<file path="config.mk">
export PLATFORM = sky130hd
export DESIGN_NAME = sh7604_ibus_master
export DESIGN_NICKNAME = d
export VERILOG_FILES = /design/src/rtl/sh7604_ibus_master.sv
export SDC_FILE = /design/constraint.sdc
export NUM_CORES = 1
export LEC_CHECK = 0
export BUFFER_PORTS_ARGS = -buffer_cell sky130_fd_sc_hd__buf_2
export CORE_AREA = 5 5 144 146
export DETAILED_ROUTE_END_ITERATION = 16
export DIE_AREA = 0 0 149 151
export PLACE_DENSITY = 0.49
export SYNTH_ARGS = -nofsm -noshare
export SYNTH_HDL_FRONTEND = slang
export SYNTH_SLANG_ARGS = --single-unit
</file>
<file path="constraint.sdc">
create_clock -name CLK -period 2.5 [get_ports CLK]
set_clock_uncertainty 0.15 [all_clocks]
set_input_delay 0.75 -clock CLK [delete_from_list [all_inputs] [get_ports CLK]]
set_output_delay 0.75 -clock CLK [all_outputs]
set_load 0.03 [all_outputs]
</file>
<file path="src/rtl/sh7604_ibus_master.sv">
// SH7604 IBUS initiator: CPU load/store to on-chip peripheral bus.
// Lane steering, busy wait, misalign / unmapped / timeout reporting.
module sh7604_ibus_master #(
  parameter int unsigned TIMEOUT = 255
) (
  input  logic        CLK,
  input  logic        RST,
  input  logic        CE_R,
  input  logic        CE_F,
  input  logic        EN,
  input  logic [31:0] CPU_A,
  input  logic [31:0] CPU_DI,
  input  logic [1:0]  CPU_SZ,
  input  logic        CPU_WE,
  input  logic        CPU_REQ,
  output logic [31:0] CPU_DO,
  output logic        CPU_BUSY,
  output logic        CPU_ACK,
  output logic        ADDR_ERR,
  output logic        BUS_ERR,
  output logic [31:0] IBUS_A,
  output logic [31:0] IBUS_DI,
  output logic [3:0]  IBUS_BA,
  output logic        IBUS_WE,
  output logic        IBUS_REQ,
  input  logic [31:0] IBUS_DO,
  input  logic        IBUS_BUSY,
  input  logic        IBUS_ACT
);

  typedef enum logic [1:0] {
    IDLE,
    ACCESS,
    DONE
  } state_t;

  localparam logic [7:0] TO = 8'(TIMEOUT);

  state_t state_q, state_d;

  logic        adv;
  logic        unused_ce_f;
  logic        mis;
  logic        hit;
  logic [7:0]  cnt_q, cnt_d, cnt_inc;
  logic [1:0]  sz_q, sz_d;
  logic [1:0]  off_q, off_d;
  logic        lwe_q, lwe_d;
  logic [3:0]  ba_new;
  logic [31:0] di_new;
  logic [31:0] rd;
  logic [31:0] sh;

  logic [31:0] do_q, do_d;
  logic        busy_q, busy_d;
  logic        ack_q, ack_d;
  logic        aerr_q, aerr_d;
  logic        berr_q, berr_d;
  logic [31:0] a_q, a_d;
  logic [31:0] di_q, di_d;
  logic [3:0]  ba_q, ba_d;
  logic        we_q, we_d;
  logic        req_q, req_d;

  // Peripherals use the falling phase; the initiator only needs CE_R.
  assign unused_ce_f = CE_F;
  assign adv     = EN & CE_R;
  assign cnt_inc = cnt_q + 8'd1;
  assign hit     = (cnt_inc == TO);
  assign mis     = CPU_SZ[1] ? |CPU_A[1:0]
                             : (CPU_SZ[0] & CPU_A[0]);

  always_comb begin
    ba_new = 4'b1111;
    di_new = CPU_DI;
    unique case (1'b1)
      (CPU_SZ == 2'd0): begin
        ba_new = 4'b1000 >> CPU_A[1:0];
        di_new = {4{CPU_DI[7:0]}};
      end
      (CPU_SZ == 2'd1): begin
        ba_new = CPU_A[1] ? 4'b0011 : 4'b1100;
        di_new = {2{CPU_DI[15:0]}};
      end
      CPU_SZ[1]: begin
        ba_new = 4'b1111;
        di_new = CPU_DI;
      end
    endcase
  end

  assign sh = IBUS_DO >> {~off_q, 3'b000};

  always_comb begin
    rd = IBUS_DO;
    unique case (1'b1)
      (sz_q == 2'd0): rd = {24'd0, sh[7:0]};
      (sz_q == 2'd1): rd = off_q[1] ? {16'd0, IBUS_DO[15:0]}
                                    : {16'd0, IBUS_DO[31:16]};
      sz_q[1]:        rd = IBUS_DO;
    endcase
  end

  always_ff @(posedge CLK) begin
    if (RST)      state_q <= IDLE;
    else if (adv) state_q <= state_d;
  end

  always_comb begin
    state_d = state_q;
    unique case (state_q)
      IDLE:
        if (CPU_REQ) state_d = mis ? DONE : ACCESS;
      ACCESS:
        if (!IBUS_ACT || !IBUS_BUSY || hit)
          state_d = DONE;
      DONE:
        state_d = IDLE;
      default:
        state_d = IDLE;
    endcase
  end

  always_comb begin
    do_d   = do_q;
    busy_d = busy_q;
    ack_d  = ack_q;
    aerr_d = aerr_q;
    berr_d = berr_q;
    a_d    = a_q;
    di_d   = di_q;
    ba_d   = ba_q;
    we_d   = we_q;
    req_d  = req_q;
    cnt_d  = cnt_q;
    sz_d   = sz_q;
    off_d  = off_q;
    lwe_d  = lwe_q;
    unique case (state_q)
      IDLE: if (CPU_REQ) begin
        busy_d = 1'b1;
        sz_d   = CPU_SZ;
        off_d  = CPU_A[1:0];
        lwe_d  = CPU_WE;
        if (mis) begin
          ack_d  = 1'b1;
          aerr_d = 1'b1;
          do_d   = '0;
        end else begin
          a_d   = CPU_A;
          di_d  = di_new;
          ba_d  = ba_new;
          we_d  = CPU_WE;
          req_d = 1'b1;
          cnt_d = '0;
        end
      end
      ACCESS: begin
        if (!IBUS_ACT) begin
          req_d  = 1'b0;
          ack_d  = 1'b1;
          berr_d = 1'b1;
          do_d   = '0;
        end else if (!IBUS_BUSY) begin
          req_d = 1'b0;
          we_d  = 1'b0;
          ba_d  = '0;
          ack_d = 1'b1;
          if (!lwe_q) do_d = rd;
        end else begin
          cnt_d = cnt_inc;
          if (hit) begin
            req_d  = 1'b0;
            ack_d  = 1'b1;
            berr_d = 1'b1;
            do_d   = '0;
          end
        end
      end
      DONE: begin
        ack_d  = 1'b0;
        busy_d = 1'b0;
        aerr_d = 1'b0;
        berr_d = 1'b0;
      end
      default: ;
    endcase
  end

  always_ff @(posedge CLK) begin
    if (RST) begin
      do_q   <= '0;
      busy_q <= 1'b0;
      ack_q  <= 1'b0;
      aerr_q <= 1'b0;
      berr_q <= 1'b0;
      a_q    <= '0;
      di_q   <= '0;
      ba_q   <= '0;
      we_q   <= 1'b0;
      req_q  <= 1'b0;
      cnt_q  <= '0;
      sz_q   <= '0;
      off_q  <= '0;
      lwe_q  <= 1'b0;
    end else if (adv) begin
      do_q   <= do_d;
      busy_q <= busy_d;
      ack_q  <= ack_d;
      aerr_q <= aerr_d;
      berr_q <= berr_d;
      a_q    <= a_d;
      di_q   <= di_d;
      ba_q   <= ba_d;
      we_q   <= we_d;
      req_q  <= req_d;
      cnt_q  <= cnt_d;
      sz_q   <= sz_d;
      off_q  <= off_d;
      lwe_q  <= lwe_d;
    end
  end

  assign CPU_DO   = do_q;
  assign CPU_BUSY = busy_q;
  assign CPU_ACK  = ack_q;
  assign ADDR_ERR = aerr_q;
  assign BUS_ERR  = berr_q;
  assign IBUS_A   = a_q;
  assign IBUS_DI  = di_q;
  assign IBUS_BA  = ba_q;
  assign IBUS_WE  = we_q;
  assign IBUS_REQ = req_q;

endmodule

</file>
==> impl_metrics.ini, run 1 <==
[global_route]
grt_pass1_vias = 5488
grtUsageTotal_pct = 16.9
grt_pass1_wl_um = 29900
grt_max_degree = 84
grt_overflow = 0
antenna_found_initial = 3

[logic_synthesis]
async_flop_share_pct = 0
yosys.area.top_type = dfxtp_1
synth_cell_types = 49
synth-edff-count = 0
syn_area_per_cell_um2 = 8.34
synthTopCellsByArea = dfxtp_1 (43%), mux2i_1 (13%), nand2_1 (9.3%), a21oi_1 (5.7%), nand2b_1 (4.1%)
synthCells = 679
synth_nets = 788
synth_top_area_share_pct = 42.8
yosysSeqAreaShare_pct = 42.8
synth.cell_area_um2 = 5660
ys_ff_latch = 121
ys.flop_type = dfxtp_1
yosysWarnings = 0

[clock_tree]
clk_transition_reported_paths_ps = 60
clock-sinks = 121
tritoncts = built
root_buffer = clkbuf_16
postCtsSetupBuffers = 0
ctsResizeCount = 0
cts_buffers = 17
hold_buffers = 0
clk_path_buf_depth = 2
clock_latency_ps = 420
h-tree-depth = 4

[timing]
finalHoldViolations = 0
final.period_utilization_pct = 93.2
min_period_ps = 2330
rsz0062_at_grt = false
finalMaxSlewViolations = 0
finalSetupViolCount = 0
worst_pin_slew_ps = 863
relSlewSlack_pct = 42.5
whs_ps = 301
fmax_mhz = 429

[die]
fp.dieH_um = 151
die-area_um2 = 22500
core_area_um2 = 19300
initial_utilization_pct = 29.4
ios = 213
rows = 51
fp.dieW_um = 149

[routing]
drc = 0
viasPerCell = 4.75
wl_per_cell_um = 16.0
wl_um = 19000
antenna_left = 0
via_count = 5633
dr.pass1.iters = 5
drt_iter0_drc = 177

[power]
p_leak_nw = 3.54
total_power_mw = 5.12
ir_drop_mv = 0.464
p_per_area_nw_per_um2 = 647

[setup_path]
slowest_stage = a2111oi_4
cp_data_required_time_ps = 2650
arrival_ps = 2480
startpoint_type = register
worstReg2RegStart = cnt_q[5]
end_kind = register
worst-setup-path-type = reg -> reg
worstPathCellList = nand4_1 > or3_4 > a2111oi_4 > o21ai_4 > buf_12 > mux2i_1
critPathLaunch = cnt_q[5]
critPathMaxStageDelay_ps = 540
crit_fanout = 14

[placement]
finalWeightedCongestion = 0.826
dp_hpwl_um = 14000
port_buffers = 211

[finish]
drive_gt1_share_pct = 32.5
layout_common_cells = buf_2 (210), nand2_1 (141), dfxtp_1 (121)
final_common_cell = buf_2
syn2layout_area_growth_pct = 39.8
final_nets = 1015

[hold_path]
hp-start = IBUS_A[19]
hp-class = reg -> reg

[status]
status = finished clean

[job]
drv_cap = 0
-- path summary, 6_finish.rpt --
| path | slack, ps | endpoint | cells after the start |
|---|---|---|---|
| max | 170 | CPU_DO[0] | 6 |
| min | 300 | IBUS_A[19] | 2 |
| max reg2reg | 170 | CPU_DO[0] | 6 |
| min reg2reg | 300 | IBUS_A[19] | 2 |
-- state kept, by name (all words and copies together), names as in the netlist --
name,count
BUS_ERR,1
ADDR_ERR,1
CPU_DO,32
IBUS_REQ,1
CPU_ACK,1
cnt_q,8
sz_q,2
IBUS_WE,1
lwe_q,1
IBUS_BA,4
state_q,2
off_q,2
CPU_BUSY,1
IBUS_DI,32
IBUS_A,32
-- critical path, delay by kind of cell, from the launching register on --
family,cells,cell delay (ps)
buffers and inverters,1,190
flip-flops,1,450
multiplexers,1,120
AND/OR/NAND/NOR,2,590
AO/OA/AOI/OAI,2,700
-- logic make-up (layout without fill, tap and decap cells) --
kind of cell	Yosys count	count (layout)	synth area share (%)
buffers and inverters	55	295	4.13
adder cells (fa/ha/maj)	2	2	0.442
multiplexers	72	72	12.7
XOR/XNOR	4	4	0.619
AND/OR/NAND/NOR	275	275	22.0
AO/OA/AOI/OAI	150	150	17.3
other	0	2	0
flip-flops	121	121	42.8
-- routing by layer --
metal	GRT usage, %	up-vias	routed length [µm]
li1	-	2818	-
met4	5.63	4	334
met1	21.9	2570	8410
met2	25.2	217	8050
met3	7.54	24	2160
met5	0	-	27
-- cell usage after synthesis, types with 3 or more instances --
master / n
nand2_1: 141
nor3_1: 4
and3_1: 3
clkbuf_1: 41
nor4_1: 3
o21ai_0: 25
a311oi_1: 9
nand2b_1: 37
inv_1: 5
buf_6: 3
nand3_1: 5
dfxtp_1: 121
a21oi_1: 64
a211oi_1: 8
a22o_1: 16
or4_1: 3
o221ai_1: 6
o211ai_1: 8
nand4_1: 4
nor2_1: 54
nor2b_1: 9
mux2i_1: 71
xnor2_1: 3
buf_2: 4
-- final cells by class --
| cell class | instances | area [µm²] |
|---|---|---|
| Antenna cell | 2 | 5.00 |
| Clock buffer | 17 | 425 |
| Clock inverter | 15 | 188 |
| Fill cell | 2076 | 11400 |
| Inverter | 5 | 18.8 |
| Multi-Input combinational cell | 503 | 3020 |
| Sequential cell | 121 | 2420 |
| Tap cell | 265 | 332 |
| Timing Repair Buffer | 258 | 1510 |
-- power by group --
group | total (mW) | switching, mW | internal (mW)
clock network | 2.58 | 0.990 | 1.59
registers | 1.99 | 0.0230 | 1.97
logic | 0.558 | 0.327 | 0.231
total | 5.12 | 1.34 | 3.78
-- per-stage QoR --
step                worst slack (ps)  setup TNS (ps)  util, %  cell area [µm²]  cells
finish                           169               0     41.1             7920   1186
global route                    62.4               0     41.1             7920   1185
CTS                              180               0     41.1             7910   1184
detailed placement              -189          -10580     37.9             7300   1152
global placement                -186           -9600     37.9             7300   1152
floorplan                        146               0        -             5660    679
No activity file was read; power rests on OpenSTA's default activity.
==> run 2: changes to the inputs <==
--- a/config.mk
+++ b/config.mk
@@ -6,10 +6,10 @@
 export NUM_CORES = 1
 export LEC_CHECK = 0
 export BUFFER_PORTS_ARGS = -buffer_cell sky130_fd_sc_hd__buf_2
-export CORE_AREA = 5 5 144 146
+export CORE_AREA = 5 5 114 116
 export DETAILED_ROUTE_END_ITERATION = 16
-export DIE_AREA = 0 0 149 151
-export PLACE_DENSITY = 0.49
+export DIE_AREA = 0 0 119 121
+export PLACE_DENSITY = 0.74
 export SYNTH_ARGS = -nofsm -noshare
 export SYNTH_HDL_FRONTEND = slang
 export SYNTH_SLANG_ARGS = --single-unit
==> impl_metrics.ini, run 2 (same netlist as run 1, synthesis figures left out) <==
[global_route]
antenna_found_initial = 2
grt_pass1_vias = 5512
grt_max_degree = 99
grt_pass1_wl_um = 27900
grtUsageTotal_pct = 24.0
grt_overflow = 0

[status]
status = finished clean

[routing]
dr.pass1.iters = 5
drt_iter0_drc = 473
viasPerCell = 5.32
antenna_left = 0
drc = 0
wl_um = 17000
wl_per_cell_um = 16.0
via_count = 5642

[placement]
finalWeightedCongestion = 0.875
place_area_um2 = 7090
port_buffers = 211
dp_hpwl_um = 12500
dp_cells = 1027
place_ws_ps = -40.7

[setup_path]
rr_worst_depth = 6
reg2reg_slack_ps = 200
worst-setup-path-type = reg -> reg
end_kind = register
path_buf_inv = 1
critPathLaunch = cnt_q[5]
worstReg2RegStart = cnt_q[5]
worstPathCellList = nand4_1 > or3_4 > a2111oi_4 > o21ai_4 > buf_12 > mux2i_1
endpoint = CPU_DO[4]
regToRegEndpoint = CPU_DO[4]
slowest_stage = a2111oi_4
startpoint_type = register
arrival_ps = 2440
crit_fanout = 15
critPathMaxStageDelay_ps = 550
critPathTopFamily = compound AO/OA/AOI/OAI gates
path_depth = 6
cp_data_required_time_ps = 2630

[clock_tree]
clk_path_buf_depth = 2
clock-sinks = 121
hold_buffers = 0
root_buffer = clkbuf_16
clock_latency_ps = 410
ctsResizeCount = 0
tritoncts = built
postCtsSetupBuffers = 0
clk_transition_reported_paths_ps = 60
cts_buffers = 17
h-tree-depth = 4

[hold_path]
hp-class = reg -> reg
min_path_cells = 2

[job]
drv_cap = 0

[power]
total_power_mw = 4.88
p_per_area_nw_per_um2 = 637
ir_drop_mv = 0.526
p_leak_nw = 3.49

[finish]
drive_gt1_share_pct = 31.8
final_nets = 1008
layout_common_cells = buf_2 (210), nand2_1 (141), dfxtp_1 (121)
final_util_pct = 64.9
finalNonFillerCells = 1060
final_common_cell = buf_2
fillers = 1053
syn2layout_area_growth_pct = 35.3
design_area_um2 = 7660

[die]
rows = 40
core_area_um2 = 11800
ios = 213
fp.dieH_um = 121
initial_utilization_pct = 48.0
fp.dieW_um = 119
die-area_um2 = 14400

[timing]
whs_ps = 300
setup_ws_ps = 195
min_period_ps = 2300
worst_pin_slew_ps = 531
finalHoldViolations = 0
fmax_mhz = 434
relSlewSlack_pct = 64.3
setup_tns_ps = 0
finalMaxSlewViolations = 0
rsz0062_at_grt = false
finalSetupViolCount = 0
final.period_utilization_pct = 92.2
==> run 2: power by group <==
part | switching, mW | internal, mW
Sequential | 0.0273 | 1.97
Clock | 0.860 | 1.48
Combinational | 0.317 | 0.226
==> run 2: area by class of cell <==
type / count / area (µm²) / area share, %
Tap cell: 147 / 184 / 2.40
Antenna cell: 1 / 2.50 / 0.0327
Multi-Input combinational cell: 503 / 3020 / 39.4
Clock inverter: 12 / 126 / 1.65
Timing Repair Buffer: 251 / 1450 / 18.9
Sequential cell: 121 / 2420 / 31.6
Inverter: 5 / 18.8 / 0.245
Clock buffer: 20 / 447 / 5.83
==> run 2: routing by layer <==
layer | GRT usage (%) | wire length (µm) | vias up
met5 | 0 | 7 | -
met4 | 8.11 | 311 | 2
met3 | 10.5 | 1890 | 27
met2 | 38.4 | 7870 | 248
met1 | 28.8 | 6910 | 2553
li1 | - | - | 2812
==> run 2: worst register-to-register path, cell delays in order (launching register included) <==
cell and delay (ps):
dfxtp_1 440, nand4_1 180, or3_4 370, a2111oi_4 550
o21ai_4 170, buf_12 200, mux2i_1 130
==> run 2: worst min path at each step <==
stage / start / to
floorplan: lwe_q / lwe_q
global placement: IBUS_A[30] / IBUS_A[30]
detailed placement: IBUS_A[3] / IBUS_A[3]
CTS: IBUS_A[8] / IBUS_A[8]
global route: IBUS_A[9] / IBUS_A[9]
finish: IBUS_A[26] / IBUS_A[26]
